`src/rtl/pipe_stage_elastic.sv`:
```
// Elastic pipeline register chain.
// Carries a generic payload through STAGES valid/ready register stages.
// Empty stages collapse as bubbles behind a blocked output. An optional
// one-entry input skid buffer makes in_ready_o a pure register output.
// flush_i discards every held entry. stall_i freezes the whole chain.
module pipe_stage_elastic #(
    parameter int DW     = 32,
    parameter int STAGES = 1,
    parameter int SKID   = 1,
    parameter int CW     = $clog2(STAGES + 2)
) (
    input  logic          clk_i,
    input  logic          rst_ni,
    input  logic          flush_i,
    input  logic          stall_i,
    input  logic          in_valid_i,
    output logic          in_ready_o,
    input  logic [DW-1:0] in_data_i,
    output logic          out_valid_o,
    input  logic          out_ready_i,
    output logic [DW-1:0] out_data_o,
    output logic [CW-1:0] occupancy_o
);

    // Per-stage state; stage STAGES-1 faces the output.
    logic [STAGES-1:0] v;
    logic [DW-1:0]     d [STAGES];

    // rdy[k]: stage k may load this cycle. rdy[STAGES] is the downstream ready.
    logic [STAGES:0]   rdy;
    logic              rdy_acc;

    // Stage-0 source after skid selection.
    logic              skid_valid;
    logic              src_valid;
    logic [DW-1:0]     src_data;

    // A stage may load only when the chain is neither frozen nor being flushed.
    logic              advance;
    assign advance = !stall_i && !flush_i;

    // Backward ready chain: a stage is ready if it is empty or the stage after it moves.
    always_comb begin
        // NOTE: rdy_acc is a combinational scratch variable, so blocking '=' is
        // correct here; registers elsewhere use '<=' to avoid ordering races.
        rdy_acc     = out_ready_i;
        rdy         = '0;
        rdy[STAGES] = rdy_acc;
        for (int k = STAGES - 1; k >= 0; k--) begin
            rdy_acc = !v[k] || rdy_acc;
            rdy[k]  = rdy_acc;
        end
    end

    if (SKID != 0) begin : g_skid
        logic          skid_q;
        logic [DW-1:0] skid_d;

        // Skid register: catches an accepted input that stage 0 cannot take,
        // and drains into stage 0 as soon as it can move.
        always_ff @(posedge clk_i or negedge rst_ni) begin
            if (!rst_ni) begin
                skid_q <= 1'b0;
                skid_d <= '0;
            end else if (flush_i) begin
                skid_q <= 1'b0;
            end else if (skid_q) begin
                if (rdy[0] && !stall_i) begin
                    skid_q <= 1'b0;
                end
            end else if (in_valid_i && !(rdy[0] && !stall_i)) begin
                skid_q <= 1'b1;
                skid_d <= in_data_i;
            end
        end

        // Skid entry has priority; while it is full no new input is accepted.
        assign skid_valid = skid_q;
        assign in_ready_o = !skid_q;
        assign src_valid  = skid_q || in_valid_i;
        assign src_data   = skid_q ? skid_d : in_data_i;
    end else begin : g_no_skid
        assign skid_valid = 1'b0;
        assign in_ready_o = rdy[0] && !stall_i && !flush_i;
        assign src_valid  = in_valid_i;
        assign src_data   = in_data_i;
    end

    // Stage registers: each stage takes its predecessor whenever it is ready;
    // data only moves with a valid entry, so bubbles never overwrite payload.
    always_ff @(posedge clk_i or negedge rst_ni) begin
        if (!rst_ni) begin
            v <= '0;
            // NOTE: the payload registers are a handful of flops, not a RAM,
            // so they are cleared too and out_data_o reads 0 after reset.
            for (int k = 0; k < STAGES; k++) begin
                d[k] <= '0;
            end
        end else if (flush_i) begin
            v <= '0;
        end else if (advance) begin
            if (rdy[0]) begin
                v[0] <= src_valid;
                if (src_valid) begin
                    d[0] <= src_data;
                end
            end
            for (int k = 1; k < STAGES; k++) begin
                if (rdy[k]) begin
                    v[k] <= v[k-1];
                    if (v[k-1]) begin
                        d[k] <= d[k-1];
                    end
                end
            end
        end
    end

    assign out_valid_o = v[STAGES-1];
    assign out_data_o  = d[STAGES-1];

    // Occupancy: number of valid stages plus a held skid entry.
    always_comb begin
        occupancy_o = CW'(skid_valid);
        for (int k = 0; k < STAGES; k++) begin
            occupancy_o = occupancy_o + CW'(v[k]);
        end
    end

    // A presented but unaccepted output must not change under the consumer.
    a_out_stable : assert property (
        @(posedge clk_i) disable iff (!rst_ni)
        (out_valid_o && !out_ready_i && !flush_i) |=> $stable(out_data_o)
    );

endmodule

```
`config.mk`:
```
export PLATFORM = sky130hd
export DESIGN_NAME = pipe_stage_elastic
export DESIGN_NICKNAME = d
export VERILOG_FILES = /design/src/rtl/pipe_stage_elastic.sv
export SDC_FILE = /design/constraint.sdc
export NUM_CORES = 1
export LEC_CHECK = 0
export CAP_MARGIN = 20
export CORE_MARGIN = 4
export CORE_UTILIZATION = 52
export DETAILED_ROUTE_END_ITERATION = 6
export GPL_TIMING_DRIVEN = 0
export PLACE_DENSITY = 0.8
export SLEW_MARGIN = 0
export SYNTH_ARGS = -nofsm -noshare
export SYNTH_HDL_FRONTEND = slang
export SYNTH_SLANG_ARGS = --single-unit
```
`constraint.sdc`:
```
create_clock -name clk_i -period 3.1 [get_ports clk_i]
set_input_delay 0.465 -clock clk_i [delete_from_list [all_inputs] [get_ports clk_i]]
set_output_delay 0.465 -clock clk_i [all_outputs]
set_load 0.02 [all_outputs]
```
==> key figures, run 1 <==
Critical path
  – Setup CP Type: reg2out
  – Reg2Reg Setup Slack: 1.28 ns
  – R2R cell count: 4
  – Req. time, crit path: 2.63 ns
  – Setup crit start: out_valid_o$_DFFE_PN0P_
  – CP Data Arrival Time: 1.63 ns
  – Worst r2r dst: out_data_o[16]$_DFFE_PN0P_
  – CP max FO: 4
  – Worst setup SP type: flip-flop
  – Critical Path Sink Type: output pin
  – R2r startpoint: g_skid.skid_q$_DFF_PN0_

Yosys
  – Cell taking the most area after synthesis: dfrtp_1
  – Largest cells by area after synthesis: dfrtp_1 (57%), mux2_2 (35%), buf_6 (2.3%)
  – Synth top area share: 56.53%
  – Synthesized net count: 222
  – Post-synthesis sequential area ratio: 56.53%
  – Synthesized flop and latch total: 66
  – Unique masters post-synth: 15
  – Avg Cell Area, Syn: 15.96 um2
  – Ys Warns: 0
  – Cell area after synthesis: 0.002922 mm2
  – Synth Instances: 183

Timing
  – Unrepaired setup endpoints after global routing: false
  – Min Hold Slack: 0.2330 ns
  – Final setup fails: 0
  – Fmax: 0.4782 GHz
  – Fin crit share: 67.45%
  – Max-slew headroom: 46.32%
  – Final Critical Period: 2.091 ns
  – Final clock skew: 0.006365 ns
  – Slew at the pin closest to its max-slew limit: 0.8052 ns
  – Final max-slew violation count: 0
  – Final Hold Viols: 0

Cells and area
  – Layout cells sized above 1: 44.49%
  – Most common cell after layout, fill and taps aside: mux2_2
  – Final core utilization: 72.59%
  – Fin nets: 306
  – Area grow syn2layout: 35.97%
  – Commonest non-fill, non-tap cells in the layout: mux2_2 (92), clkdlybuf4s50_1 (72), dfrtp_1 (66)
  – Post-Layout Cell Count: 344
  – Final instance area: 0.003973 mm2
  – Antenna diode count: 0

Power
  – VDD IR-drop max: 0.3680 mV
  – Leak: 1.663 nW
  – Net Switching: 750.3 uW
  – PwrDens: 704.7 mW/mm2
  – Seq pwr share: 42.0%
  – Pint: 2.049 mW
  – Clock power frac: 30.5%
  – Sw frac: 26.80%
  – Share of power burned in combinational logic: 27.5%
  – Tot Pwr: 2.799 mW

Drt
  – Vias/cell: 5.137
  – Vias post-DR: 1767
  – Drt first pass iters: 4
  – Detailed router's first-iteration violation count: 69
  – ANT nets after route: 0
  – Routed len/inst: 16.66 um
  – Drt total wl: 5731 um
  – Final routed DRC violation total: 0

GRT
  – Met3 usage: 6.151%
  – Met2 Usage GRT: 29.45%
  – Vias in the first global route: 2049
  – Largest net degree at the start of global routing: 67
  – Met1 Track Usage GR: 24.10%
  – Antenna violations before repair: 0
  – Overflow after GRT: 0
  – Busiest grt layer: met2
  – GRT Overall Usage: 18.27%
  – First-pass GRT wire length: 10100 um

Clock network
  – Setup Fix Bufs, Post-CTS: 0
  – H-tree depth: 3
  – Clock buffer depth: 2
  – Root buf cell: clkbuf_8
  – CTS hold repair buffers: 0
  – Clk slew on worst S/H paths: 0.07 ns
  – Post-cts resize count: 0
  – Clk_lat worst skew: 0.33 ns
  – Cts bufs inserted: 9
  – Clock sink count: 66
  – CTS tree: yes

Run
  – Max Cap Viol: 0

Floorplanning
  – Ports: 74
  – Initial Util: 53.38%
  – Die Ht: 82.96 um
  – Die Area: 0.006882 mm2
  – Die X: 82.96 um
  – Core area: 0.005473 mm2
  – Row count: 27

Placement
  – Placed Cells incl. Taps: 328
  – IO Port Bufs: 73
  – GP Congestion: 0.6964
  – HPWL Detailed: 3911 um
  – Dpl cell area: 0.003740 mm2

Worst hold path
  – Worst min path class: in2async

Status
  – Status: complete, no violations
[cells in the mapped netlist]
library cell / count
o21bai_1: 1
clkbuf_1: 1
inv_1: 2
o2111ai_4: 1
mux2_2: 92
nor2_1: 2
ha_1: 1
a31o_2: 1
buf_6: 6
buf_2: 3
mux2_1: 4
nor3_4: 1
or2b_1: 1
and2b_2: 1
dfrtp_1: 66
[worst max path at each step]
stage,cells after the start,to,slack [ns]
final,2,occupancy_o[0],1.01
after global routing,2,occupancy_o[0],0.93
after CTS,2,occupancy_o[0],0.99
after detailed placement,5,out_data_o[18]$_DFFE_PN0P_,0.82
after global placement,1,g_skid.skid_d[13]$_DFFE_PN0P_,-0.64
after floorplan,4,out_data_o[10]$_DFFE_PN0P_,1.45
[cells by family after synthesis]
group           after synthesis  synth area share (%)
mux                          96                 37.00
fa+ha+maj                     1                0.4282
flops                        66                 56.53
buf+inv                      12                 3.212
simple gates                  5                 1.371
compound gates                3                 1.456
[flip-flops by register name (all words and copies together) (netlist names)]
register / flops
g_skid.skid_d: 32
g_skid.skid_q: 1
out_data_o: 32
out_valid_o: 1
[layer usage]
layer  vias to the layer above  part of all wire, %
li1                        824                    -
met1                       889                   47
met2                        50                   47
met3                         4                  5.1
met4                         0                 0.54
met5                         -                    0
[per-stage QoR]
step	setup TNS, ns	setup slack (ns)
floorplan	0	1.445
global placement	-42.33	-0.6439
detailed placement	0	0.8180
CTS	0	0.9877
global route	0	0.9273
finish	0	1.009
[power groups by stage]
stage,Clock (mW),Combinational [mW],Sequential (mW)
finish,0.854,0.770,1.18
detailed placement,0,0.776,1.19
global route,0.914,0.824,1.20
floorplan,0,0.276,1.31
CTS,0.872,0.782,1.18
global placement,0,0.763,1.18
[critical path, cell delays in order, from the launching register on]
cell and delay [ns]:
dfrtp_1 0.41, ha_1 0.28, clkdlybuf4s50_1 0.60
[final cells by class]
| cell class | instances | area (um2) |
|---|---|---|
| Buffer | 10 | 86.33 |
| Clock buffer | 10 | 127.6 |
| Clock inverter | 6 | 105.1 |
| Fill cell | 382 | 1500 |
| Inverter | 2 | 7.507 |
| Multi-Input combinational cell | 105 | 1176 |
| Sequential cell | 66 | 1652 |
| Tap cell | 72 | 90.09 |
| Timing Repair Buffer | 73 | 728.2 |
No activity file was read; power rests on OpenSTA's default activity.
==> run 2: changes to the inputs <==
CORE_UTILIZATION = 49   (was 52)
PLACE_DENSITY = 0.76   (was 0.8)
clock period = 2.1 ns   (was 3.1 ns; I/O delays follow)
==> run 2 against run 1 <==
Non-clock buffer count is the same. Global-route usage shrank 1.5 points. Power grew 39%. Highest routed layer unchanged.
==> key figures, run 2 (synthesis gave the netlist of run 1 again) <==
Floorplanning
  – Die X: 85.22 um (+2.7%)
  – Die Ht: 85.22 um (+2.7%)
  – Initial Util: 51.79% (-1.6 points)
  – Die Area: 0.007262 mm2 (+5.5%)
  – Core area: 0.005642 mm2 (+3.1%)
  – Ports: 74 (unchanged)
  – Row count: 27 (unchanged)

GRT
  – Vias in the first global route: 1925 (-6.1%)
  – GRT Overall Usage: 16.79% (-1.5 points)
  – Antenna violations before repair: 0 (unchanged)
  – Largest net degree at the start of global routing: 67 (unchanged)
  – Overflow after GRT: 0 (unchanged)
  – First-pass GRT wire length: 9501 um (-5.9%)

Critical path
  – Buf+Inv Stages, Crit Path: 1 (unchanged)
  – Slowest stage cell on the critical path: clkdlybuf4s50_1
  – Critical Path Sink Type: output pin
  – R2R cell count: 4 (unchanged)
  – CP top delay family: buffers and inverters
  – Reg2Reg Setup Slack: 0.32 ns (-0.96 ns)
  – CP Data Arrival Time: 1.65 ns (+0.02 ns)
  – Worst setup SP type: flip-flop
  – Worst r2r dst: out_data_o[20]$_DFFE_PN0P_
  – Req. time, crit path: 1.78 ns (-0.85 ns)
  – CP cell instances: ha_1, clkdlybuf4s50_1
  – CP max FO: 4 (unchanged)
  – Worst stage delay on the critical path: 0.61 ns (about the same)
  – R2r startpoint: g_skid.skid_q$_DFF_PN0_
  – Setup CP Type: reg2out

Power
  – Share of power burned in combinational logic: 29.2% (+1.7 points)
  – Net Switching: 1.096 mW (+46%)
  – Pint: 2.781 mW (+36%)
  – Seq pwr share: 44.5% (+2.5 points)
  – Clock power frac: 26.3% (-4.2 points)
  – Sw frac: 28.27% (+1.5 points)
  – Leak: 1.639 nW (-1.5%)
  – VDD IR-drop max: 0.5872 mV (+60%)
  – PwrDens: 987.9 mW/mm2 (+40%)

Timing
  – Final setup margin: 0.1312 ns (-0.8778 ns)
  – Final max-slew violation count: 0 (unchanged)
  – Slew at the pin closest to its max-slew limit: 0.8285 ns (+0.02332 ns)
  – Final setup fails: 0 (unchanged)
  – Final Hold Viols: 0 (unchanged)
  – Unrepaired setup endpoints after global routing: false
  – Max-slew headroom: 44.76% (-1.6 points)
  – Final Critical Period: 1.969 ns
  – Fin crit share: 93.75%
  – Final clock skew: 0.005357 ns (-0.001008 ns)
  – Fmax: 0.5079 GHz

Status
  – Status: complete, no violations

Clock network
  – Clock buffer depth: 2 (unchanged)
  – Clock sink count: 66 (unchanged)
  – Cts bufs inserted: 9 (unchanged)
  – Post-cts resize count: 0 (unchanged)
  – Clk_lat worst skew: 0.33 ns (about the same)
  – Setup Fix Bufs, Post-CTS: 0 (unchanged)
  – Clk slew on worst S/H paths: 0.07 ns (about the same)
  – CTS tree: yes
  – Root buf cell: clkbuf_8
  – H-tree depth: 3 (unchanged)
  – CTS hold repair buffers: 0 (unchanged)

Cells and area
  – Fin nets: 306 (unchanged)
  – Most common cell after layout, fill and taps aside: mux2_2
  – Antenna diode count: 0 (unchanged)
  – Area grow syn2layout: 34.35%
  – Layout cells sized above 1: 44.49% (unchanged)
  – Final core utilization: 69.57% (-3.0 points)
  – Commonest non-fill, non-tap cells in the layout: mux2_2 (92), clkdlybuf4s50_1 (72), dfrtp_1 (66)
  – # fillers: 418 (+9.4%)

Drt
  – Vias post-DR: 1762 (-0.28%)
  – Vias/cell: 5.122 (-0.28%)
  – Drt total wl: 5601 um (-2.3%)
  – Detailed router's first-iteration violation count: 55 (-20%)
  – ANT nets after route: 0 (unchanged)
  – Final routed DRC violation total: 0 (unchanged)
  – Drt first pass iters: 5 (+1)
  – Routed len/inst: 16.28 um (-2.3%)

Placement
  – GP Congestion: 0.7144 (+2.6%)
  – IO Port Bufs: 73 (unchanged)
  – Worst slack, placed: 0.005298 ns (-0.8127 ns)
  – HPWL Detailed: 3889 um (-0.57%)

Run
  – Max Cap Viol: 0 (unchanged)

Worst hold path
  – Worst min path class: in2async
run 2: changes by cell type in the layout (fill, tap and decap cells not counted):
cell	previous run	this run
clkinv_2	3	4
clkinvlp_4	0	1
bufinv_16	3	1
run 2: power by group through the flow:
| stage | logic, mW | registers [mW] | clock network (mW) |
|---|---|---|---|
| 2_1_floorplan | 0.408 | 1.94 | 0 |
| 6_report | 1.13 | 1.73 | 1.02 |
| 5_1_grt | 1.21 | 1.77 | 1.12 |
| 3_3_place_gp | 1.13 | 1.74 | 0 |
| 3_5_place_dp | 1.15 | 1.75 | 0 |
| 4_1_cts | 1.15 | 1.73 | 1.05 |
run 2: worst max path at each step:
stage	depth (start not counted)	end	slack [ns]	startpoint
detailed placement	5	out_data_o[25]$_DFFE_PN0P_	0.005	out_ready_i
CTS	2	occupancy_o[0]	0.11	out_valid_o$_DFFE_PN0P_
global placement	1	out_data_o[19]$_DFFE_PN0P_	-1.54	rst_ni
floorplan	4	out_data_o[10]$_DFFE_PN0P_	0.45	out_valid_o$_DFFE_PN0P_
global route	2	occupancy_o[0]	0.07	out_valid_o$_DFFE_PN0P_
finish	2	occupancy_o[0]	0.13	out_valid_o$_DFFE_PN0P_
run 2: stage by stage:
stage	cell area [um2]	setup TNS (ns)	total power [mW]	cells	hold slack, ns
2_1_floorplan	2922	0	2.349	183	0.01941
4_1_cts	3925	0	3.931	344	0.1008
5_1_grt	3925	0	4.097	344	0.1330
6_report	3925	0	3.878	344	0.07169
3_5_place_dp	3740	0	2.900	328	0.4687
3_3_place_gp	3742	-101.82	2.872	328	0.4713
run 2: metal layers:
metal | global-route usage, % | routed length (um) | vias up
met4 | 5.612 | 31 | 0
met5 | 0 | 0 | -
met3 | 6.505 | 328 | 5
met2 | 25.14 | 2629 | 47
li1 | - | - | 828
met1 | 22.40 | 2612 | 882
run 2: layout make-up:
type / instances / area (um2) / share of cell area (%)
Buffer: 10 / 86.33 / 2.200
Inverter: 2 / 7.507 / 0.1913
Timing Repair Buffer: 73 / 728.2 / 18.55
Clock buffer: 10 / 127.6 / 3.252
Multi-Input combinational cell: 105 / 1176 / 29.97
Clock inverter: 6 / 57.56 / 1.466
Sequential cell: 66 / 1652 / 42.08
Tap cell: 72 / 90.09 / 2.295
run 2: worst register-to-register path: cells and delay by family (launching register included):
family / cells / cell delay, ns
buf+inv: 2 / 0.67
mux: 2 / 0.67
flops: 1 / 0.34
